--- src/rtl/pwm_capture.sv ---
// ---------------------------------------------------------------------------
// pwm_capture
//
// Measures an asynchronous PWM line in clk cycles. For every complete PWM
// cycle it reports the high time and the rise-to-rise period, with a
// one-cycle strobe. It raises a loss-of-signal flag when no edge arrives
// before the period counter saturates.
//
// Parameters:
//   CNT_W      width of the source PWM counter; measurements are CNT_W+1 bits
//
// Ports:
//   clk        system clock, rising edge
//   rst_n      asynchronous active-low reset
//   pwm_in     asynchronous PWM input (synchronized here)
//   high_time  high cycles of the last complete period
//   period     cycles between the last two rise events
//   meas_vld   one-cycle strobe: high_time/period updated this cycle
//   no_sig     level: no valid measurement since reset or last timeout
//
// Build option:
//   PWM_CAP_FILTER_EN  when defined, a 3-sample glitch filter follows the
//                      synchronizer. It rejects 1-2 cycle pulses and adds
//                      2 cycles of latency to every edge.
// ---------------------------------------------------------------------------
module pwm_capture #(
    parameter int CNT_W = 8
) (
    input  logic             clk,
    input  logic             rst_n,
    input  logic             pwm_in,
    output logic [CNT_W:0]   high_time,
    output logic [CNT_W:0]   period,
    output logic             meas_vld,
    output logic             no_sig
);

    localparam int MEAS_W = CNT_W + 1;
    localparam logic [MEAS_W-1:0] SAT = '1;

    localparam logic [1:0] IDLE = 2'd0;
    localparam logic [1:0] HIGH = 2'd1;
    localparam logic [1:0] LOW  = 2'd2;

    function automatic logic [MEAS_W-1:0] sat_inc(input logic [MEAS_W-1:0] v);
        return (v == SAT) ? v : v + 1'b1;
    endfunction

    logic              sync_p0;
    logic              sync_p1;
    logic              lvl;
    logic              lvl_prev;
    logic              rise;
    logic              fall;
    logic [1:0]        state;
    logic [MEAS_W-1:0] per_cnt;
    logic [MEAS_W-1:0] hi_cnt;
    logic [MEAS_W-1:0] hi_lat;
    logic              per_sat;

    // Stage p0/p1: two-flop synchronizer
    always_ff @(posedge clk or negedge rst_n) begin
        if (!rst_n) begin
            sync_p0 <= 1'b0;
            sync_p1 <= 1'b0;
        end else begin
            sync_p0 <= pwm_in;
            sync_p1 <= sync_p0;
        end
    end

`ifdef PWM_CAP_FILTER_EN
    // Stage p2/p3: glitch filter. The level follows the synchronized input
    // only once three consecutive samples agree. Taking the third sample
    // combinationally keeps the added delay at exactly 2 cycles.
    logic hist_p2;
    logic hist_p3;
    logic filt_q;

    always_ff @(posedge clk or negedge rst_n) begin
        if (!rst_n) begin
            hist_p2 <= 1'b0;
            hist_p3 <= 1'b0;
            filt_q  <= 1'b0;
        end else begin
            hist_p2 <= sync_p1;
            hist_p3 <= hist_p2;
            filt_q  <= lvl;
        end
    end

    assign lvl = ((sync_p1 == hist_p2) && (hist_p2 == hist_p3)) ? sync_p1 : filt_q;
`else
    assign lvl = sync_p1;
`endif

    // Edge detection against the previous level
    always_ff @(posedge clk or negedge rst_n) begin
        if (!rst_n) begin
            lvl_prev <= 1'b0;
        end else begin
            lvl_prev <= lvl;
        end
    end

    assign rise    = lvl & ~lvl_prev;
    assign fall    = ~lvl & lvl_prev;
    assign per_sat = (per_cnt == SAT);

    // Counters: a rise restarts both. The high counter only runs while in HIGH.
    always_ff @(posedge clk or negedge rst_n) begin
        if (!rst_n) begin
            per_cnt <= '0;
            hi_cnt  <= '0;
        end else if (rise) begin
            per_cnt <= MEAS_W'(1);
            hi_cnt  <= MEAS_W'(1);
        end else begin
            per_cnt <= sat_inc(per_cnt);
            if (state == HIGH) begin
                hi_cnt <= sat_inc(hi_cnt);
            end
        end
    end

    // Measurement FSM and output registers
    always_ff @(posedge clk or negedge rst_n) begin
        if (!rst_n) begin
            state     <= IDLE;
            hi_lat    <= '0;
            high_time <= '0;
            period    <= '0;
            meas_vld  <= 1'b0;
            no_sig    <= 1'b1;
        end else begin
            meas_vld <= 1'b0;
            unique case (state)
                IDLE: begin
                    // The period started here has no known start; never reported.
                    if (rise) begin
                        state <= HIGH;
                    end
                end
                HIGH: begin
                    if (fall) begin
                        hi_lat <= hi_cnt;
                        state  <= LOW;
                    end else if (per_sat) begin
                        state  <= IDLE;
                        no_sig <= 1'b1;
                    end
                end
                LOW: begin
                    if (rise) begin
                        state <= HIGH;
                        if (per_sat) begin
                            // Overlong period: treat as timeout plus a fresh start.
                            no_sig <= 1'b1;
                        end else begin
                            period    <= per_cnt;
                            high_time <= hi_lat;
                            meas_vld  <= 1'b1;
                            no_sig    <= 1'b0;
                        end
                    end else if (per_sat) begin
                        state  <= IDLE;
                        no_sig <= 1'b1;
                    end
                end
                default: begin
                    state <= IDLE;
                end
            endcase
        end
    end

endmodule

--- config.mk ---
export PLATFORM = sky130hd
export DESIGN_NAME = pwm_capture
export DESIGN_NICKNAME = d
export VERILOG_FILES = /design/src/rtl/pwm_capture.sv
export SDC_FILE = /design/constraint.sdc
export NUM_CORES = 1
export LEC_CHECK = 0
export CORE_MARGIN = 3
export CORE_UTILIZATION = 40
export CTS_CLUSTER_SIZE = 25
export DETAILED_ROUTE_END_ITERATION = 10
export GPL_TIMING_DRIVEN = 0
export HOLD_SLACK_MARGIN = 0.05
export PLACE_DENSITY_LB_ADDON = 0.05
export SYNTH_ARGS = -nofsm -noshare
export SYNTH_HDL_FRONTEND = slang
export SYNTH_SLANG_ARGS = --single-unit
--- constraint.sdc ---
create_clock -name clk -period 2.6 [get_ports clk]
set_input_delay 0.65 -clock clk [delete_from_list [all_inputs] [get_ports clk]]
set_output_delay 0.65 -clock clk [all_outputs]
set_load 0.005 [all_outputs]
**Yosys cells after proc, flatten, opt, wreduce, memory -nomap -nowiden**

Cells that the tools add are included.

- Input bits: 3
- Logic and storage cells: 51
- Register bits after elaboration: 52

- Bitwise gates (word level): 5
- $add $sub $neg: 2
- Multiplexer cells: 18
- Equal/unequal tests: 8
- Reductions and logical operators: 7

Operator list:

| cell | count |
|---|---|
| 9-bit two-way mux | 5 |
| 9-bit by 1-bit adder with 9-bit output (second input constant) | 2 |
| 9-bit == test (second input constant) | 2 |
| 2-bit two-way mux | 4 |
| 2-bit != test (second input constant) | 4 |
| 1-bit two-way mux | 7 |
| 2-bit case mux with 3 select lines | 1 |
| 2-bit AND reduction | 3 |
| 2-bit nonzero test | 2 |
| 1-bit NOT | 3 |
| 3-bit AND reduction | 1 |
| 1-bit AND | 2 |
| 2-bit by 1-bit == test with 1-bit output (second input constant) | 1 |
| 2-bit == test (second input constant) | 1 |
| 2-bit logical NOT | 1 |
| 1-bit case mux with 2 select lines | 1 |

**Longest topological paths before layout**

- Depth in word-level cells: 4
- Depth in mapped cells: 9
- Mapped depth without buffers: 8

**Least setup slack after synthesis**

Ideal clock, no wire load.

- Path kind: reg-to-reg
- From: register per_cnt[0]
- To: register high_time[1]
- Arrival: 1.952 ns
- Path slack: 0.523 ns
- Path buffers: 2
- Stages on the path, launching flop included: 10
- Clock period less this slack: 2.077 ns
- Cell sequence: dfrtp_1 ha_1 nand3_1 nor2_1 ha_1 buf_2 nor2_1 nand3_2 buf_2 mux2_2

- Word-level cells in the longest chain between the ends: 3

Ends and longest elaborated chain:

| item | line | RTL |
|---|---|---|
| start, declared | 56 | `logic [MEAS_W-1:0] per_cnt;` |
| start signal, assigned | 119 | `per_cnt <= sat_inc(per_cnt);` |
| 9-bit == test | 108 | `assign per_sat = (per_cnt == SAT);` |
| 1-bit NOT (no source line) | - |  |
| 3-bit AND reduction (no source line) | - |  |
| end signal, assigned | 161 | `high_time <= hi_lat;` |
| end, declared | 32 | `output logic [CNT_W:0] high_time,` |

No other way between the ends.
A chain may end at the register's enable or synchronous reset.

**Worst setup path after layout**

- From: register per_cnt[0]
- To: register high_time[8]

Same word-level chain as after synthesis.

==> impl_metrics.ini <==
[layout]
fin_util = 0.5079
fin_area_um2 = 2644
multiInputGateArea_um2 = 837.1
ff_latch_area_um2 = 1303
drive_gt1_frac = 0.2400
fillers = 456
fin_nets = 206
final_cells = 270
synthToLayoutAreaGrowth_pct = 21.02
diodes = 0

[power]
leakagePower_nw = 1.211
pwr-share-seq = 0.504
clkPwrFrac = 0.280
p_int_mw = 1.539
peakVddDrop_mv = 0.3741
switching_share = 0.2618
power_mw = 2.084
power.switching_mw = 0.5455
p_comb_frac = 0.216
p_per_area_nw_per_um2 = 788.3

[routing]
routedWlPerCell_um = 13.16
firstDrtPassIters = 4
drc = 0
drt_iter0_drc = 49
vias_per_cell = 4.889
num_vias = 1320
detail_route.wirelength_um = 3552
final_antenna_net_count = 0

[timing]
fin_setup_tns_ps = 0
fin_ws_ps = 244.6
rsz0062_at_grt = false
hold_viol = 0
finalSetupViolCount = 0
final_max_slew_viol_count = 0
maxSlewHeadroom = 0.5675
tightest_slew_ps = 647.4
fin_skew_ps = 6.709
hold-worst-slack_ps = 332.0
fin_crit_sh = 0.9059
fmax_mhz = 424.6
period_needed_ps = 2355

[global_routing]
antenna_found_initial = 0
grt.met2_usage = 0.2053
grt_pass1_vias = 1404
gr-total-overflow = 0
grt_pass1_wl_um = 6693
top_usage_layer = met2
groute.usage.overall = 0.1345
use_met3 = 0.02483
gr-usage-met1 = 0.1895
grt_max_degree = 30

[floorplan]
coreArea_um2 = 5205
io_pins = 23
rows = 26
dieHeight_um = 79.90
fp.dieW_um = 79.90
dieArea_um2 = 6384
start_util = 0.4197

[worst_setup_path]
cp_cell_sequence = ha_1, nand3_1, nor2_1, ha_1, buf_2, nor2_1, nand3_4, clkbuf_4, mux2_2
cpPeakStageDelay_ps = 430
critPathSlowestCell = dfrtp_1
end_kind = flop
timing.rr.start = per_cnt[0]
r2r_setup_slack_ps = 240
worst-endpoint-required_ps = 2780
critPathBufInv = 2
cp_top_family = simple AND/OR/NAND/NOR gates
critPathMaxFanout = 10
worstReg2RegEnd = high_time[8]
worstSetupStartpointType = flop
reg2reg_depth = 9
critical_path_class = reg -> reg
worstPathArrival_ps = 2540

[synthesis]
seq_area_frac_synth = 0.5962
syn_area_um2 = 2185
synth_warnings = 0
syn_avg_cell_area_um2 = 12.93
syn_inst = 169
ys_ff_latch = 52
synth_nets = 176
synth.distinct_cells = 31

[place]
hpwlAfterDp_um = 2512
dp_worst_setup_slack_ps = 142.4
dpl_cell_area_um2 = 2507
portBuffers = 22
placed_cells = 262
place_congestion = 0.7559

[cts]
clockRootBuffer = clkbuf_8
cts_tree = built
cts_setup_buffers = 0
ctsHoldBuffers = 0
clk_pin_slew_worst_paths_ps = 90
clock_path_buffers = 2
htree_num_levels = 2
post_cts_resized = 0
numCtsBuffers = 5
clk_latency_ps = 300
clock_sinks = 52

[run]
maxCapViolCount = 0

[status]
outcome = finished clean

[hold_path]
hp-class = in -> async
## registers in the layout (all words and copies together), names as in the netlist
signal     cells
hi_cnt         9
hi_lat         9
high_time      9
lvl            1
lvl_prev       1
meas_vld       1
no_sig         1
per_cnt        9
period         9
state          2
sync_p0        1
## cells in the mapped netlist, drive strengths merged
| library cell | instances | area [um2] |
|---|---|---|
| nor3b | 1 | 7.510 |
| nor2 | 13 | 48.80 |
| nand3 | 4 | 25.02 |
| o21ai | 4 | 20.02 |
| mux2i | 2 | 20.02 |
| xnor2 | 6 | 52.55 |
| inv | 3 | 11.26 |
| xor2 | 5 | 43.79 |
| mux2 | 27 | 304.0 |
| o32ai | 1 | 8.760 |
| or3b | 1 | 8.760 |
| ha | 4 | 50.05 |
| dfrtp | 51 | 1276 |
| nor4b | 1 | 8.760 |
| nand2b | 2 | 12.51 |
| a21o | 1 | 8.760 |
| nor2b | 2 | 12.51 |
| nand2 | 14 | 52.55 |
| buf | 6 | 41.28 |
| or3 | 3 | 18.77 |
| nor3 | 4 | 31.28 |
| nand4 | 2 | 12.51 |
| a21oi | 7 | 35.03 |
| dfstp | 1 | 26.28 |
| nand4b | 2 | 17.52 |
| a31o | 1 | 8.760 |
| nor4 | 1 | 21.27 |
## worst max-delay path by stage
stage          startpoint            to  slack, ps  cells past startpoint
2_1_floorplan  per_cnt[0]  high_time[1]        520                      9
3_3_place_gp        rst_n  high_time[6]       -650                      1
3_5_place_dp   per_cnt[0]  high_time[3]        140                      9
4_1_cts        per_cnt[0]  high_time[6]        120                      9
5_1_grt        per_cnt[0]  high_time[6]         60                      9
6_report       per_cnt[0]  high_time[8]        240                      9
## worst reg2reg max path, cell delays in order, from the launching register on
cell      delay (ps)
dfrtp_1          430
ha_1             260
nand3_1           80
nor2_1            50
ha_1             170
buf_2            190
nor2_1           300
nand3_4          220
clkbuf_4         260
mux2_2           290
## final cells by class
class / instances / share of cell area
Buffer: 6 / 0.01656
Clock buffer: 7 / 0.03644
Clock inverter: 1 / 0.01136
Inverter: 3 / 0.004259
Multi-Input combinational cell: 108 / 0.3166
Sequential cell: 52 / 0.4927
Tap cell: 70 / 0.03313
Timing Repair Buffer: 23 / 0.08897
## metal layers
layer | share of wire | routed length (um)
met5 | 0 | 0
met2 | 0.45 | 1603
met1 | 0.50 | 1773
met4 | 0.015 | 53
met3 | 0.034 | 122
## layout by cell type, fill, tap and decap left out, types with 2 or more instances in the layout
cell type	n
nor2b_1	2
nor2_1	13
inv_1	3
mux2i_1	2
ha_1	4
xor2_1	5
nand4_1	2
a21oi_1	7
clkdlybuf4s50_1	21
clkbuf_8	7
nand3_1	3
buf_6	2
nand2_1	14
nor3_1	3
nand4b_1	2
mux2_2	27
nand2b_1	2
o21ai_0	4
dfrtp_1	51
or3_1	3
xnor2_1	6
buf_2	3
## power by group through the flow
| stage | clock network [mW] | registers, mW | logic [mW] |
|---|---|---|---|
| 2_1_floorplan | 0 | 1.05 | 0.275 |
| 3_3_place_gp | 0 | 1.06 | 0.437 |
| 3_5_place_dp | 0 | 1.07 | 0.453 |
| 4_1_cts | 0.607 | 1.05 | 0.456 |
| 5_1_grt | 0.634 | 1.08 | 0.509 |
| 6_report | 0.584 | 1.05 | 0.449 |
## cell families (layout without fill, tap and decap cells)
kind of cell,Yosys count,in the layout,synth area share
adders and majority gates,4,4,0.02291
and+or+nand+nor,50,50,0.1271
DFF,52,52,0.5962
AOI/OAI and AO/OA,14,14,0.03723
buffers and inverters,9,40,0.02405
xor gates and xnor gates,11,11,0.04410
muxes,29,29,0.1483
Note: power is estimated with default switching activity, not from simulation.
